[src/rtl/fifo_pkg.sv]
// Shared types and defaults for the FIFO read-side stream master.
package fifo_pkg;
  localparam int DEFAULT_DATA_WIDTH = 32;

  typedef enum logic [1:0] {
    IDLE  = 2'd0,
    RUN   = 2'd1,
    DRAIN = 2'd2
  } rd_state_t;
endpackage

[src/rtl/fifo_stream_reader_if.sv]
// FIFO read port plus downstream valid/ready stream, bundled for the reader.
interface fifo_stream_reader_if
  import fifo_pkg::*;
#(
  parameter int DATA_WIDTH = DEFAULT_DATA_WIDTH
);
  logic                  o_fifo_read;
  logic                  i_fifo_empty;
  logic [DATA_WIDTH-1:0] i_fifo_data;
  logic                  o_valid;
  logic                  i_ready;
  logic [DATA_WIDTH-1:0] o_data;
  logic                  o_last;

  modport master (
    output o_fifo_read, o_valid, o_data, o_last,
    input  i_fifo_empty, i_fifo_data, i_ready
  );

  modport slave (
    input  o_fifo_read, o_valid, o_data, o_last,
    output i_fifo_empty, i_fifo_data, i_ready
  );
endinterface

[src/rtl/fifo_rd_buf.sv]
// Small circular output buffer: push at tail, pop from head, exposes occupancy.
module fifo_rd_buf
  import fifo_pkg::*;
#(
  parameter  int DATA_WIDTH = DEFAULT_DATA_WIDTH,
  parameter  int BUF_DEPTH  = 2,
  localparam int PTR_W      = (BUF_DEPTH > 1) ? $clog2(BUF_DEPTH) : 1,
  localparam int OCC_W      = $clog2(BUF_DEPTH + 1)
) (
  input  logic                  clk_i,
  input  logic                  rst_ni,
  input  logic                  push_i,
  input  logic                  pop_i,
  input  logic [DATA_WIDTH-1:0] data_i,
  output logic [DATA_WIDTH-1:0] head_o,
  output logic [OCC_W-1:0]      occ_o
);
  logic [DATA_WIDTH-1:0] mem_q [BUF_DEPTH];
  logic [PTR_W-1:0]      wr_ptr_q, wr_ptr_d;
  logic [PTR_W-1:0]      rd_ptr_q, rd_ptr_d;
  logic [OCC_W-1:0]      occ_q, occ_d;

  // Wraps modulo BUF_DEPTH, so non-power-of-two depths work too.
  function automatic logic [PTR_W-1:0] ptr_inc(input logic [PTR_W-1:0] p);
    return (p == PTR_W'(BUF_DEPTH - 1)) ? '0 : p + 1'b1;
  endfunction

  always_comb begin
    wr_ptr_d = push_i ? ptr_inc(wr_ptr_q) : wr_ptr_q;
    rd_ptr_d = pop_i  ? ptr_inc(rd_ptr_q) : rd_ptr_q;
    unique case ({push_i, pop_i})
      2'b10:   occ_d = occ_q + 1'b1;
      2'b01:   occ_d = occ_q - 1'b1;
      default: occ_d = occ_q;
    endcase
  end

  always_ff @(posedge clk_i) begin
    if (!rst_ni) begin
      wr_ptr_q <= '0;
      rd_ptr_q <= '0;
      occ_q    <= '0;
    end else begin
      wr_ptr_q <= wr_ptr_d;
      rd_ptr_q <= rd_ptr_d;
      occ_q    <= occ_d;
    end
  end

  always_ff @(posedge clk_i) begin
    if (push_i) mem_q[wr_ptr_q] <= data_i;
  end

  assign head_o = mem_q[rd_ptr_q];
  assign occ_o  = occ_q;
endmodule

[src/rtl/fifo_stream_reader.sv]
// Pops words from the project FIFO, absorbs its one-cycle read latency, and
// presents them as a registered valid/ready stream framed into bursts by o_last.
module fifo_stream_reader
  import fifo_pkg::*;
#(
  parameter int DATA_WIDTH = DEFAULT_DATA_WIDTH,
  parameter int BUF_DEPTH  = 2,
  parameter int BURST_LEN  = 4
) (
  input  logic                 i_clk,
  input  logic                 i_rst_n,
  input  logic                 i_enable,
  fifo_stream_reader_if.master bus,
  output logic                 o_busy
);
  localparam int OCC_W = $clog2(BUF_DEPTH + 1);
  localparam int LVL_W = OCC_W + 1;
  localparam int CNT_W = (BURST_LEN > 1) ? $clog2(BURST_LEN) : 1;

  rd_state_t             state_q, state_d;
  logic                  inflight_q;
  logic [CNT_W-1:0]      cnt_q, cnt_d;
  logic [OCC_W-1:0]      occ;
  logic [DATA_WIDTH-1:0] head;
  logic [LVL_W-1:0]      level;
  logic                  has_data, pop, busy, rd_room;

  assign has_data = i_rst_n & (occ != '0);
  assign pop      = has_data & bus.i_ready;
  assign busy     = inflight_q | (occ != '0);
  // Count in-flight reads against capacity so a read never lands in a full buffer.
  assign level    = LVL_W'(occ) + LVL_W'(inflight_q) - LVL_W'(pop);
  assign rd_room  = (level < LVL_W'(BUF_DEPTH));

  fifo_rd_buf #(
    .DATA_WIDTH (DATA_WIDTH),
    .BUF_DEPTH  (BUF_DEPTH)
  ) u_buf (
    .clk_i  (i_clk),
    .rst_ni (i_rst_n),
    .push_i (inflight_q),
    .pop_i  (pop),
    .data_i (bus.i_fifo_data),
    .head_o (head),
    .occ_o  (occ)
  );

  always_comb begin
    cnt_d = cnt_q;
    if (pop) cnt_d = (cnt_q == CNT_W'(BURST_LEN - 1)) ? '0 : cnt_q + 1'b1;
  end

  always_ff @(posedge i_clk) begin
    if (!i_rst_n) begin
      state_q    <= IDLE;
      inflight_q <= 1'b0;
      cnt_q      <= '0;
    end else begin
      state_q    <= state_d;
      inflight_q <= bus.o_fifo_read;
      cnt_q      <= cnt_d;
    end
  end

  always_comb begin
    state_d = state_q;
    unique case (state_q)
      IDLE:    if (i_enable) state_d = RUN;
      RUN:     if (!i_enable) state_d = busy ? DRAIN : IDLE;
      DRAIN:   if (i_enable) state_d = RUN;
               else if (!busy) state_d = IDLE;
      default: state_d = IDLE;
    endcase
  end

  always_comb begin
    bus.o_fifo_read = i_rst_n & i_enable & ~bus.i_fifo_empty & rd_room;
    bus.o_valid     = has_data;
    bus.o_data      = has_data ? head : '0;
    bus.o_last      = has_data & (cnt_q == CNT_W'(BURST_LEN - 1));
    o_busy          = i_rst_n & busy;
  end
endmodule

[src/flat_wrapper.sv]
// flat-port wrapper written by rule: the top's interface ports become plain ports
module fifo_stream_reader_flat import fifo_pkg::*;
#(
  parameter int DATA_WIDTH = DEFAULT_DATA_WIDTH,
  parameter int BUF_DEPTH  = 2,
  parameter int BURST_LEN  = 4
)
  (i_clk, i_rst_n, i_enable, o_busy, bus_o_fifo_read, bus_o_valid, bus_o_data, bus_o_last, bus_i_fifo_empty, bus_i_fifo_data, bus_i_ready);
  fifo_stream_reader_if #(.DATA_WIDTH(DATA_WIDTH)) bus_i ();
  input  logic i_clk;
  input  logic i_rst_n;
  input  logic i_enable;
  output logic o_busy;
  output wire logic [$bits(bus_i.o_fifo_read)-1:0] bus_o_fifo_read;
  output wire logic [$bits(bus_i.o_valid)-1:0] bus_o_valid;
  output wire logic [$bits(bus_i.o_data)-1:0] bus_o_data;
  output wire logic [$bits(bus_i.o_last)-1:0] bus_o_last;
  input wire logic [$bits(bus_i.i_fifo_empty)-1:0] bus_i_fifo_empty;
  input wire logic [$bits(bus_i.i_fifo_data)-1:0] bus_i_fifo_data;
  input wire logic [$bits(bus_i.i_ready)-1:0] bus_i_ready;
  assign bus_o_fifo_read = bus_i.o_fifo_read;
  assign bus_o_valid = bus_i.o_valid;
  assign bus_o_data = bus_i.o_data;
  assign bus_o_last = bus_i.o_last;
  assign bus_i.i_fifo_empty = bus_i_fifo_empty;
  assign bus_i.i_fifo_data = bus_i_fifo_data;
  assign bus_i.i_ready = bus_i_ready;
  fifo_stream_reader #(.DATA_WIDTH(DATA_WIDTH), .BUF_DEPTH(BUF_DEPTH), .BURST_LEN(BURST_LEN)) u_core (.i_clk(i_clk), .i_rst_n(i_rst_n), .i_enable(i_enable), .bus(bus_i), .o_busy(o_busy));
endmodule
[config.mk]
export PLATFORM = sky130hd
export DESIGN_NAME = fifo_stream_reader_flat
export DESIGN_NICKNAME = d
export VERILOG_FILES = /design/src/rtl/fifo_pkg.sv /design/src/rtl/fifo_stream_reader_if.sv /design/src/rtl/fifo_rd_buf.sv /design/src/rtl/fifo_stream_reader.sv /design/src/flat_wrapper.sv
export SDC_FILE = /design/constraint.sdc
export NUM_CORES = 1
export LEC_CHECK = 0
export CORE_MARGIN = 5
export CORE_UTILIZATION = 44
export CTS_CLUSTER_SIZE = 10
export DETAILED_ROUTE_END_ITERATION = 8
export PLACE_DENSITY = 0.83
export SYNTH_ARGS = -nofsm -noshare
export SYNTH_HDL_FRONTEND = slang
export SYNTH_SLANG_ARGS = --single-unit
[constraint.sdc]
create_clock -name i_clk -period 2.3 [get_ports i_clk]
set_input_delay 0.46 -clock i_clk [delete_from_list [all_inputs] [get_ports i_clk]]
set_output_delay 0.46 -clock i_clk [all_outputs]
set_load 0.01 [all_outputs]
## Word-level counts from Yosys, hierarchy flattened

Memories as Yosys holds them, arrays and structs flattened. A register that Yosys moved wholly into a read port is not among the register bits.
Cells that the tools add are included.

| word-level totals | value |
|---|---|
| output and inout port bits | 36 |
| bits of input ports | 37 |
| bits in registers | 7 |
| memories | 1 |
| logic and storage cells | 37 |
| memory bits (writable) | 64 |

Memories:

| name | depth | width | read ports | clocked after memory_dff | wr ports | line | text |
|---|---|---|---|---|---|---|---|
| u_core.u_buf.mem_q | 2 | 32 | 1 | 1 | 1 | fifo_rd_buf.sv:18 | `logic [DATA_WIDTH-1:0] mem_q [BUF_DEPTH];` |

| operators by class | value |
|---|---|
| equality and inequality tests | 3 |
| $add $sub $neg | 7 |
| reduce and logical (&&, ||, !) cells | 2 |
| $lt $le $gt $ge | 1 |
| multiplexer cells | 9 |
| bitwise gates (word level) | 9 |

Operators by type and width:

| cell | number |
|---|---|
| two-way mux 32 bit | 1 |
| bitwise AND 1 bit | 7 |
| two-way mux 1 bit | 6 |
| adder 2 x 1 -> 2 bit (second input constant) | 2 |
| equality test 2 bit (second input constant) | 2 |
| one-hot mux 2 bit (2 select lines) | 1 |
| nonzero test 2 bit | 2 |
| adder 2 x 1 -> 3 bit | 1 |
| < comparator 3 x 2 -> 1 bit (second input constant) | 1 |
| subtractor 3 x 1 -> 3 bit | 1 |
| adder 1 bit (second input constant) | 2 |
| equality test 2 x 1 -> 1 bit (second input constant) | 1 |
| two-way mux 2 bit | 1 |
| subtractor 2 x 1 -> 2 bit (second input constant) | 1 |
| inverter 1 bit | 1 |
| OR 1 bit | 1 |

## Logic depth before layout (Yosys ltp)

Gate-level depths: netlist of the first run.

| depth | value |
|---|---|
| depth in word-level cells | 6 |
| depth in mapped cells | 7 |
| gate-level depth less buffers | 6 |

## By module

A second synthesis of the first run with hierarchy kept.

| unflattened totals | value |
|---|---|
| cells, all modules | 178 |
| area total of the unflattened synthesis | 2,954.1 um2 |

Modules (own cells, without submodules):

| module | area each (um2) | times used | cells an instance | sequential area each (um2) |
|---|---|---|---|---|
| fifo_rd_buf | 2,513.7 | 1 | 120 | 2,021.9 |
| fifo_stream_reader | 440.4 | 1 | 58 | 60.1 |

## Worst setup path after synthesis of the first run

Ideal clock, no wire load.

| path | value |
|---|---|
| path type | reg-to-reg |
| start point | reg u_core.inflight_q |
| end point | mem u_core.u_buf.mem_q[0][0] in the netlist's numbering, enable pin |
| data arrival time | 1.968 ns |
| data required time | 1.874 ns |
| stages on the path, launching flop included | 3 |
| setup slack | -0.094 ns |
| cells stage by stage | dfxtp_1 -> buf_2 -> nor2b_1 |

| between the ends | value |
|---|---|
| cells in the longest elaborated chain, start to end | 2 |

Ends and longest elaborated chain:

| item | line | text |
|---|---|---|
| from (decl) | fifo_stream_reader.sv:21 | `logic inflight_q;` |
| from (signal assigned) | fifo_stream_reader.sv:60 | `inflight_q <= bus.o_fifo_read;` |
| two-way mux 1 bit | fifo_rd_buf.sv:51 | `if (push_i) mem_q[wr_ptr_q] <= data_i;` |
| two-way mux 1 bit (not written as such) | fifo_rd_buf.sv:51 |  |
| to (decl) | fifo_rd_buf.sv:18 |  |

Every way passes these cells.

## Final worst setup path of the first run

| path | value |
|---|---|
| start point | in i_rst_n |
| end point | out bus_o_fifo_read |

| between the ends | value |
|---|---|
| cells in the longest elaborated chain, start to end | 5 |

Ends and longest elaborated chain:

| item | line | text |
|---|---|---|
| from (decl) | flat_wrapper.sv:11 | `input logic i_rst_n;` |
| bitwise AND 1 bit | fifo_stream_reader.sv:28 | `assign has_data = i_rst_n & (occ != '0);` |
| bitwise AND 1 bit | fifo_stream_reader.sv:29 | `assign pop = has_data & bus.i_ready;` |
| subtractor 3 x 1 -> 3 bit | fifo_stream_reader.sv:32 | `assign level = LVL_W'(occ) + LVL_W'(inflight_q) - LVL_W'(pop);` |
| < comparator 3 x 2 -> 1 bit | fifo_stream_reader.sv:33 | `assign rd_room = (level < LVL_W'(BUF_DEPTH));` |
| bitwise AND 1 bit * | fifo_stream_reader.sv:77 | `bus.o_fifo_read = i_rst_n & i_enable & ~bus.i_fifo_empty & rd_room;` |
| to (decl) | flat_wrapper.sv:14 | `output wire logic [$bits(bus_i.o_fifo_read)-1:0] bus_o_fifo_read;` |

Mark *: on every way between the ends. The rest lies on a longest branch, timed or not.

==> metrics.txt, run 1 <==
Highest Clock Rate=434 MHz; violated checks=negative setup slack; end of the worst register-to-register path=u_core.inflight_q; First-pass DRT Iterations=4; number of buffers inserted by hold repair at cts=0; Crit path buffers/inverters=2; min setup slack post-route=-6.04 ps; end point of the worst hold path=u_core.cnt_q[0]; endpoints failing hold=0; count of maximum capacitance violations=0; Worst R2R Start=u_core.u_buf.occ_o[0]; number of diodes=0; R2R setup slack=640 ps; initial antenna violation count=0; Worst VDD drop=0.000387 V; CTS buffer count=9; startpoint of the lowest-slack hold path=u_core.cnt_q[0]; leakage power of the design=1.34 nW; measured slew at the worst slew-check pin=519 ps; clk slew on worst S/H paths=60 ps; vias after detailed routing=1712; total number of yosys warnings=0; first-iteration detailed-routing DRC count=47; number of antenna-violating nets in the routed design=0; count of endpoints failing setup in the final report=1; starting density of the core=45.2%; crit-path cells=buf_4, nand2_1, xnor2_2, nand2_1, fa_1, nand4b_1, nor2_2, buf_2; critical path arrival=1850 ps; worst clock skew on the final layout=7.55 ps; share of the yosys chip area belonging to registers=72.6%; detailed-route DRC error count=0; cell area after synthesis=0.00287 sq mm; fraction of post-synthesis cell area in the top cell type by area=67.0%; post-detailed-routing wire length=5.27 mm; P&R area growth vs syn=38.3%; Mean Syn Cell Area=15.6 sq um; capturing element type of the critical path=output port; DR WL/cell=14.9 um; Nets=311; share of synthesized flip-flops with an asynchronous set or reset=0%; vias in the first global route=1799; pwr dens=642 mW/mm^2; max-slew violation count=0; share of layout cells above drive strength 1=16.3%; Cell Area, Placed=0.00375 sq mm; clock network latency to the later pin of the worst-skew pair=330 ps; hold path cells=2; cell taking the most area after synthesis=sky130_fd_sc_hd__edfxtp_1; pin count of the biggest net entering global routing=34; worst-case clock buffer depth=2; instance count of the mapped netlist=184; number of cell instances on the worst register-to-register path=7; area of all placed cells without fillers=0.00397 sq mm; max_slew headroom=65.3%; number of flops mapped to enable cells by yosys=64; Rows=29; average via count per standard cell=4.85; CP Max Fanout=4; kind of start point of the critical path=input port; worst-path cell with the longest stage delay=sky130_fd_sc_hd__fa_1; utilization after layout=62.5%; result of the run=finished, violations left; clock tree from TritonCTS=yes; die boundary height=90.7 um; setup repair after global routing missed its margin=true; clk sinks=72; number of levels in the clock H-tree=3; most frequent standard cell in the layout excluding fill and tap cells=sky130_fd_sc_hd__clkdlybuf4s50_1; clock period minus final worst setup slack=2310 ps; net count of the mapped netlist=223; master cell of the clock root buffer=sky130_fd_sc_hd__clkbuf_8; port buffer count=72; Most used DFF post-synth=sky130_fd_sc_hd__edfxtp_1; post-synthesis sequential element count=72; Final GP Congestion=0.739; worst min-delay path category=register to register; total congestion overflow=0; core box area=0.00635 sq mm; Crit path top cell by count=sky130_fd_sc_hd__nand2_1; sum of net half-perimeters after detailed placement=3.65 mm; wire length of the first global-routing pass=8.38 mm; highest cell delay on the worst timing path=500 ps; required time of the worst setup path=1840 ps; category of cells accounting for the largest share of critical-path delay=adder cells; num ports=73; commonest cells after routing, fill and taps aside=sky130_fd_sc_hd__clkdlybuf4s50_1, sky130_fd_sc_hd__edfxtp_1, sky130_fd_sc_hd__nor2_1; Critical Setup Path Class=input port to output port; share of the clock period used by the worst path after layout=100%; global-route usage over all layers=13.0%; Die Span X=90.7 um; full die area=0.00823 sq mm; distinct cell type count after synthesis=30; top area cells in the synthesized netlist=sky130_fd_sc_hd__edfxtp_1, sky130_fd_sc_hd__mux2i_1, sky130_fd_sc_hd__dfxtp_1
==> sequential cells by signal, indices dropped and copies added, names as in the netlist, named ones only <==
register and flops:
u_core.u_buf.wr_ptr_q 1, u_core.u_buf.occ_o 2, u_core.u_buf.mem_q 64, u_core.cnt_q 2
u_core.inflight_q 1, u_core.u_buf.rd_ptr_q 1
==> worst min-delay path, cell delays in order, from the launching register on <==
cell	delay, ps
sky130_fd_sc_hd__dfxtp_1	330
sky130_fd_sc_hd__nand2_1	60
sky130_fd_sc_hd__a21boi_1	50
==> routing by layer <==
metal,share of wire [%],routed length [um],GRT usage [%],vias up
li1,-,-,-,846
met1,41,2130,14.1,813
met2,53,2790,23.5,44
met3,4.7,247,3.42,9
met4,1.8,95,5.96,0
met5,0,0,0,-
==> layout make-up <==
type	instances	area, sq um
clock buffers	10	128
clock inverters	5	48.8
fillers	484	2380
inverters	1	3.75
multi-input cells	100	734
flip-flops and latches	72	2090
well taps	77	96.3
repair buffers	88	865
==> cells by family (layout without fill, tap and decap cells) <==
logic type      count (synthesis)  count (layout)  synth area share (%)
flops                          72              72                  72.6
fa+ha+maj                       2               2                  1.13
buf+inv                        12             104                  2.62
xor+xnor                        3               3                 0.916
compound gates                  8               8                  2.36
mux                            33              33                  11.5
simple gates                   54              54                  8.86
==> power by group <==
part / total (mW) / leakage (nW) / switching (mW) / internal [mW]
sequential: 1.46 / 0.648 / 0.00900 / 1.45
combinational: 0.185 / 0.594 / 0.0730 / 0.112
clock: 0.905 / 0.0933 / 0.419 / 0.486
==> worst max-delay path by stage <==
stage	from	endpoint	slack, ps	cells after the start
floorplan	i_rst_n	bus_o_fifo_read	200	7
detailed placement	i_rst_n	bus_o_fifo_read	-900	8
global route	bus_i_ready	bus_o_fifo_read	-90	8
CTS	u_core.u_buf.occ_o[0]	bus_o_fifo_read	-80	6
global placement	i_rst_n	bus_o_fifo_read	-720	8
finish	i_rst_n	bus_o_fifo_read	-6	8
==> cell usage after synthesis (2+ instances only) <==
library cell               number
sky130_fd_sc_hd__buf_2          6
sky130_fd_sc_hd__xnor2_1        2
sky130_fd_sc_hd__dfxtp_1        8
sky130_fd_sc_hd__nand2_1        3
sky130_fd_sc_hd__nand4b_1       2
sky130_fd_sc_hd__nor2_1        35
sky130_fd_sc_hd__and2_1         4
sky130_fd_sc_hd__buf_4          4
sky130_fd_sc_hd__mux2i_1       33
sky130_fd_sc_hd__nor2b_1        4
sky130_fd_sc_hd__edfxtp_1      64
==> metrics by stage <==
step / total power, mW / setup TNS, ps / worst slack, ps / hold slack [ps] / instances
global placement: 1.66 / -7960 / -719 / 459 / 335
CTS: 2.58 / -76.7 / -76.7 / 483 / 351
floorplan: 1.56 / 0 / 196 / 448 / 184
detailed placement: 1.67 / -8500 / -899 / 469 / 335
global route: 2.65 / -180 / -92.4 / 516 / 353
finish: 2.55 / -6.04 / -6.04 / 489 / 353
==> repair_timing <==
item | CTS | global route
buffers inserted | 1 | 2
pin swaps | 2 | 6
endpoints found under the hold margin | 0 | 0
endpoints found under the setup margin | 36 | 5
gates resized for setup | 11 | 11
Note: power is estimated with default switching activity, not from simulation.
==> run 2, diff against run 1 <==
- ABC_AREA: not set -> 1
- PLACE_DENSITY: 0.83 -> not set
- PLACE_DENSITY_LB_ADDON: not set -> 0.05
==> metrics.txt, run 2 <==
Highest Clock Rate=403 MHz (was 434 MHz); post-synthesis mux area share=12.0% (was 11.5%); clk slew on worst S/H paths=70 ps (was 60 ps); endpoints failing hold=0 (unchanged); Worst Setup Slack post-DPL=-890 ps (was -899 ps); total number of yosys warnings=0 (unchanged); hold path cells=1 (was 2); wire length of the first global-routing pass=8.96 mm (was 8.38 mm); Die Span X=92.5 um (was 90.7 um); Mean Syn Cell Area=13.7 sq um (was 15.6 sq um); average via count per standard cell=4.64 (was 4.85); cell area after synthesis=0.00299 sq mm (was 0.00287 sq mm); setup repair after global routing missed its margin=true (unchanged); leading post-synthesis cells by instance count=sky130_fd_sc_hd__edfxtp_1, sky130_fd_sc_hd__nand2_1, sky130_fd_sc_hd__inv_1, sky130_fd_sc_hd__mux2_2 (was sky130_fd_sc_hd__edfxtp_1, sky130_fd_sc_hd__nor2_1, sky130_fd_sc_hd__mux2i_1, sky130_fd_sc_hd__dfxtp_1, sky130_fd_sc_hd__buf_2); most instantiated library cell after synthesis=sky130_fd_sc_hd__edfxtp_1 (unchanged); vias in the first global route=1883 (was 1799); max_slew headroom=71.5% (was 65.3%); Worst VDD drop=0.000373 V (was 0.000387 V); fraction of synthesized cell area in xor and xnor cells=0.585% (was 0.916%); number of cell instances on the worst register-to-register path=9 (was 7); full die area=0.00855 sq mm (was 0.00823 sq mm); cell count along the critical path=10 (was 8); port buffer count=72 (unchanged); detailed-route DRC error count=0 (unchanged); cell taking the most area after synthesis=sky130_fd_sc_hd__edfxtp_1 (unchanged); commonest cells after routing, fill and taps aside=sky130_fd_sc_hd__clkdlybuf4s50_1, sky130_fd_sc_hd__edfxtp_1, sky130_fd_sc_hd__nand2_1 (was sky130_fd_sc_hd__clkdlybuf4s50_1, sky130_fd_sc_hd__edfxtp_1, sky130_fd_sc_hd__nor2_1); area occupied by registers=0.00209 sq mm (about the same); worst-case clock buffer depth=2 (unchanged); category of cells accounting for the largest share of critical-path delay=simple AND/OR/NAND/NOR gates (was adder cells); crit-path cells=clkdlybuf4s15_1, inv_2, nor2_8, nand3_2, nand2_2, nand2_2, fa_1, nand2_2, nor4_4, buf_2 (was buf_4, nand2_1, xnor2_2, nand2_1, fa_1, nand4b_1, nor2_2, buf_2); number of diodes=0 (unchanged); CP Max Fanout=2 (was 4); Crit path buffers/inverters=3 (was 2); Most used DFF post-synth=sky130_fd_sc_hd__edfxtp_1 (unchanged); CTS buffer count=9 (unchanged); share of synthesized flip-flops with an asynchronous set or reset=0% (unchanged); required time of the worst setup path=1840 ps (about the same); clock period minus final worst setup slack=2480 ps (was 2310 ps); P&R area growth vs syn=37.6% (was 38.3%); initial antenna violation count=0 (unchanged); max-slew violation count=0 (unchanged); post-synthesis compound-gate area fraction=0.585% (was 2.36%); leakage power of the design=1.69 nW (was 1.34 nW); worst-path cell with the longest stage delay=sky130_fd_sc_hd__fa_1 (unchanged); violated checks=negative setup slack (unchanged); count of maximum capacitance violations=0 (unchanged); utilization after layout=61.3% (was 62.5%); core box area=0.00672 sq mm (was 0.00635 sq mm); vias after detailed routing=1838 (was 1712); instance count of the mapped netlist=218 (was 184); capturing element type of the critical path=output port (unchanged); kind of start point of the critical path=input port (unchanged); share of the yosys chip area belonging to registers=69.5% (was 72.6%); clk sinks=72 (unchanged); most frequent standard cell in the layout excluding fill and tap cells=sky130_fd_sc_hd__clkdlybuf4s50_1 (unchanged); master cell of the clock root buffer=sky130_fd_sc_hd__clkbuf_8 (unchanged); Nets=350 (was 311); Critical Setup Path Class=input port to output port (unchanged); first-iteration detailed-routing DRC count=55 (was 47); count of endpoints failing setup in the final report=35 (was 1); number of levels in the clock H-tree=3 (unchanged); global-route usage over all layers=13.9% (was 13.0%); total power of the final layout=2.65 mW (was 2.55 mW); worst min-delay path category=register to register (unchanged); worst clock skew on the final layout=12.1 ps (was 7.55 ps); pin count of the biggest net entering global routing=37 (was 34); register bank with the most flops=u_core.u_buf.mem_q (unchanged); Final GP Congestion=0.781 (was 0.739); distinct cell type count after synthesis=24 (was 30); highest cell delay on the worst timing path=500 ps (about the same); min setup slack post-route=-182 ps (was -6.04 ps); clock network latency to the later pin of the worst-skew pair=340 ps (was 330 ps); fraction of post-synthesis cell area in the top cell type by area=64.2% (was 67.0%); post-synthesis sequential element count=72 (unchanged); dominant combinational cell family by area after synthesis=multiplexers (unchanged); layout filler cell count=563 (was 484); area share of and/or/nand/nor cells after synthesis=9.78% (was 8.86%); post-detailed-routing wire length=5.46 mm (was 5.27 mm); net count of the mapped netlist=257 (was 223); Hold Worst Slack=484 ps (was 489 ps); starting density of the core=44.6% (was 45.2%); total area of multi-input combinational cells=753 sq um (was 734 sq um); num ports=73 (unchanged); sum of net half-perimeters after detailed placement=3.65 mm (about the same); Rows=30 (was 29); Crit path top cell by count=sky130_fd_sc_hd__nand2_2 (was sky130_fd_sc_hd__nand2_1); share of layout cells above drive strength 1=22.5% (was 16.3%); number of flops mapped to enable cells by yosys=64 (unchanged); pwr dens=642 mW/mm^2 (about the same); result of the run=finished, violations left (unchanged); First-pass DRT Iterations=4 (unchanged); area share of fa/ha/maj cells after synthesis=1.09% (was 1.13%); total congestion overflow=0 (unchanged); number of antenna-violating nets in the routed design=0 (unchanged); critical path arrival=2020 ps (was 1850 ps); clock tree from TritonCTS=yes (unchanged); die boundary height=92.5 um (was 90.7 um); share of the clock period used by the worst path after layout=108% (was 100%); measured slew at the worst slew-check pin=427 ps (was 519 ps); DR WL/cell=13.8 um (was 14.9 um); top area cells in the synthesized netlist=sky130_fd_sc_hd__edfxtp_1, sky130_fd_sc_hd__mux2_2, sky130_fd_sc_hd__dfxtp_1 (was sky130_fd_sc_hd__edfxtp_1, sky130_fd_sc_hd__mux2i_1, sky130_fd_sc_hd__dfxtp_1); flip-flop count of the largest register after layout=64 (unchanged)
## run 2: cell types whose count changed in the layout (fill, tap and decap cells not counted), moves of 3 or more
cell	before	now
sky130_fd_sc_hd__nor2_1	34	6
sky130_fd_sc_hd__mux2i_1	33	0
sky130_fd_sc_hd__mux2_2	0	24
sky130_fd_sc_hd__nand2_1	3	37
sky130_fd_sc_hd__nor2b_1	3	0
sky130_fd_sc_hd__inv_1	0	35
sky130_fd_sc_hd__nand3_1	0	5
sky130_fd_sc_hd__nand2_2	0	4
sky130_fd_sc_hd__mux2_1	0	8
## run 2: through the flow
| step | setup TNS, ps | cell area (sq um) | cells |
|---|---|---|---|
| finish | -2590 | 4120 | 396 |
| CTS | -4200 | 4100 | 396 |
| global route | -6690 | 4120 | 396 |
| floorplan | 0 | 2990 | 218 |
| global placement | -13750 | 3920 | 379 |
| detailed placement | -13680 | 3920 | 379 |
## run 2: per-layer routing
metal	vias up	routed length [um]	global-route usage (%)
met4	0	106	6.68
li1	925	-	-
met1	864	2420	16.8
met5	-	0	0
met2	40	2670	22.5
met3	9	264	4.31
## run 2: cell type report
class	count	area share, %
Sequential cell	72	50.7
Inverter	38	3.46
Multi-Input combinational cell	101	18.3
Timing Repair Buffer	89	21.1
Tap cell	80	2.43
Clock inverter	6	0.881
Clock buffer	10	3.10
## run 2: worst paths after layout
path                               from           endpoint  slack, ps
setup / recovery                i_rst_n    bus_o_fifo_read       -180
hold reg to reg         u_core.cnt_q[0]    u_core.cnt_q[0]        480
setup reg to reg  u_core.u_buf.occ_o[0]  u_core.inflight_q        510
hold / removal          u_core.cnt_q[0]    u_core.cnt_q[0]        480
## run 2: where the power goes
group          total (mW)  switching, mW  internal, mW
logic               0.339          0.151         0.188
clock network       0.825          0.441         0.384
registers            1.48         0.0158          1.47
## run 2: cell families after synthesis
group	count (synthesis)
flops	72
simple gates	62
buf+inv	45
mux	32
compound gates	3
xor+xnor	2
fa+ha+maj	2
## run 2: what timing repair did
action                                  4_1_cts  5_1_grt
endpoints found under the setup margin       36       35
pin swaps                                     3        4
setup buffers                                 1        0
hold buffers                                  0        0
resized for setup                            16        4
## run 2: worst register-to-register path, stage by stage, from the launching register on
cell	delay, ps
sky130_fd_sc_hd__dfxtp_4	380
sky130_fd_sc_hd__nor2_4	50
sky130_fd_sc_hd__nor2_8	80
sky130_fd_sc_hd__nand3_2	80
sky130_fd_sc_hd__nand2_2	90
sky130_fd_sc_hd__nand2_2	60
sky130_fd_sc_hd__fa_1	500
sky130_fd_sc_hd__nand2_2	80
sky130_fd_sc_hd__buf_4	130
sky130_fd_sc_hd__nor4_1	250
==> run 3, diff against run 2 <==
- ABC_CLOCK_PERIOD_IN_PS: not set -> 2300
==> results of run 3 <==
The final DEF is identical to that of run 2; final timing and power are the same.
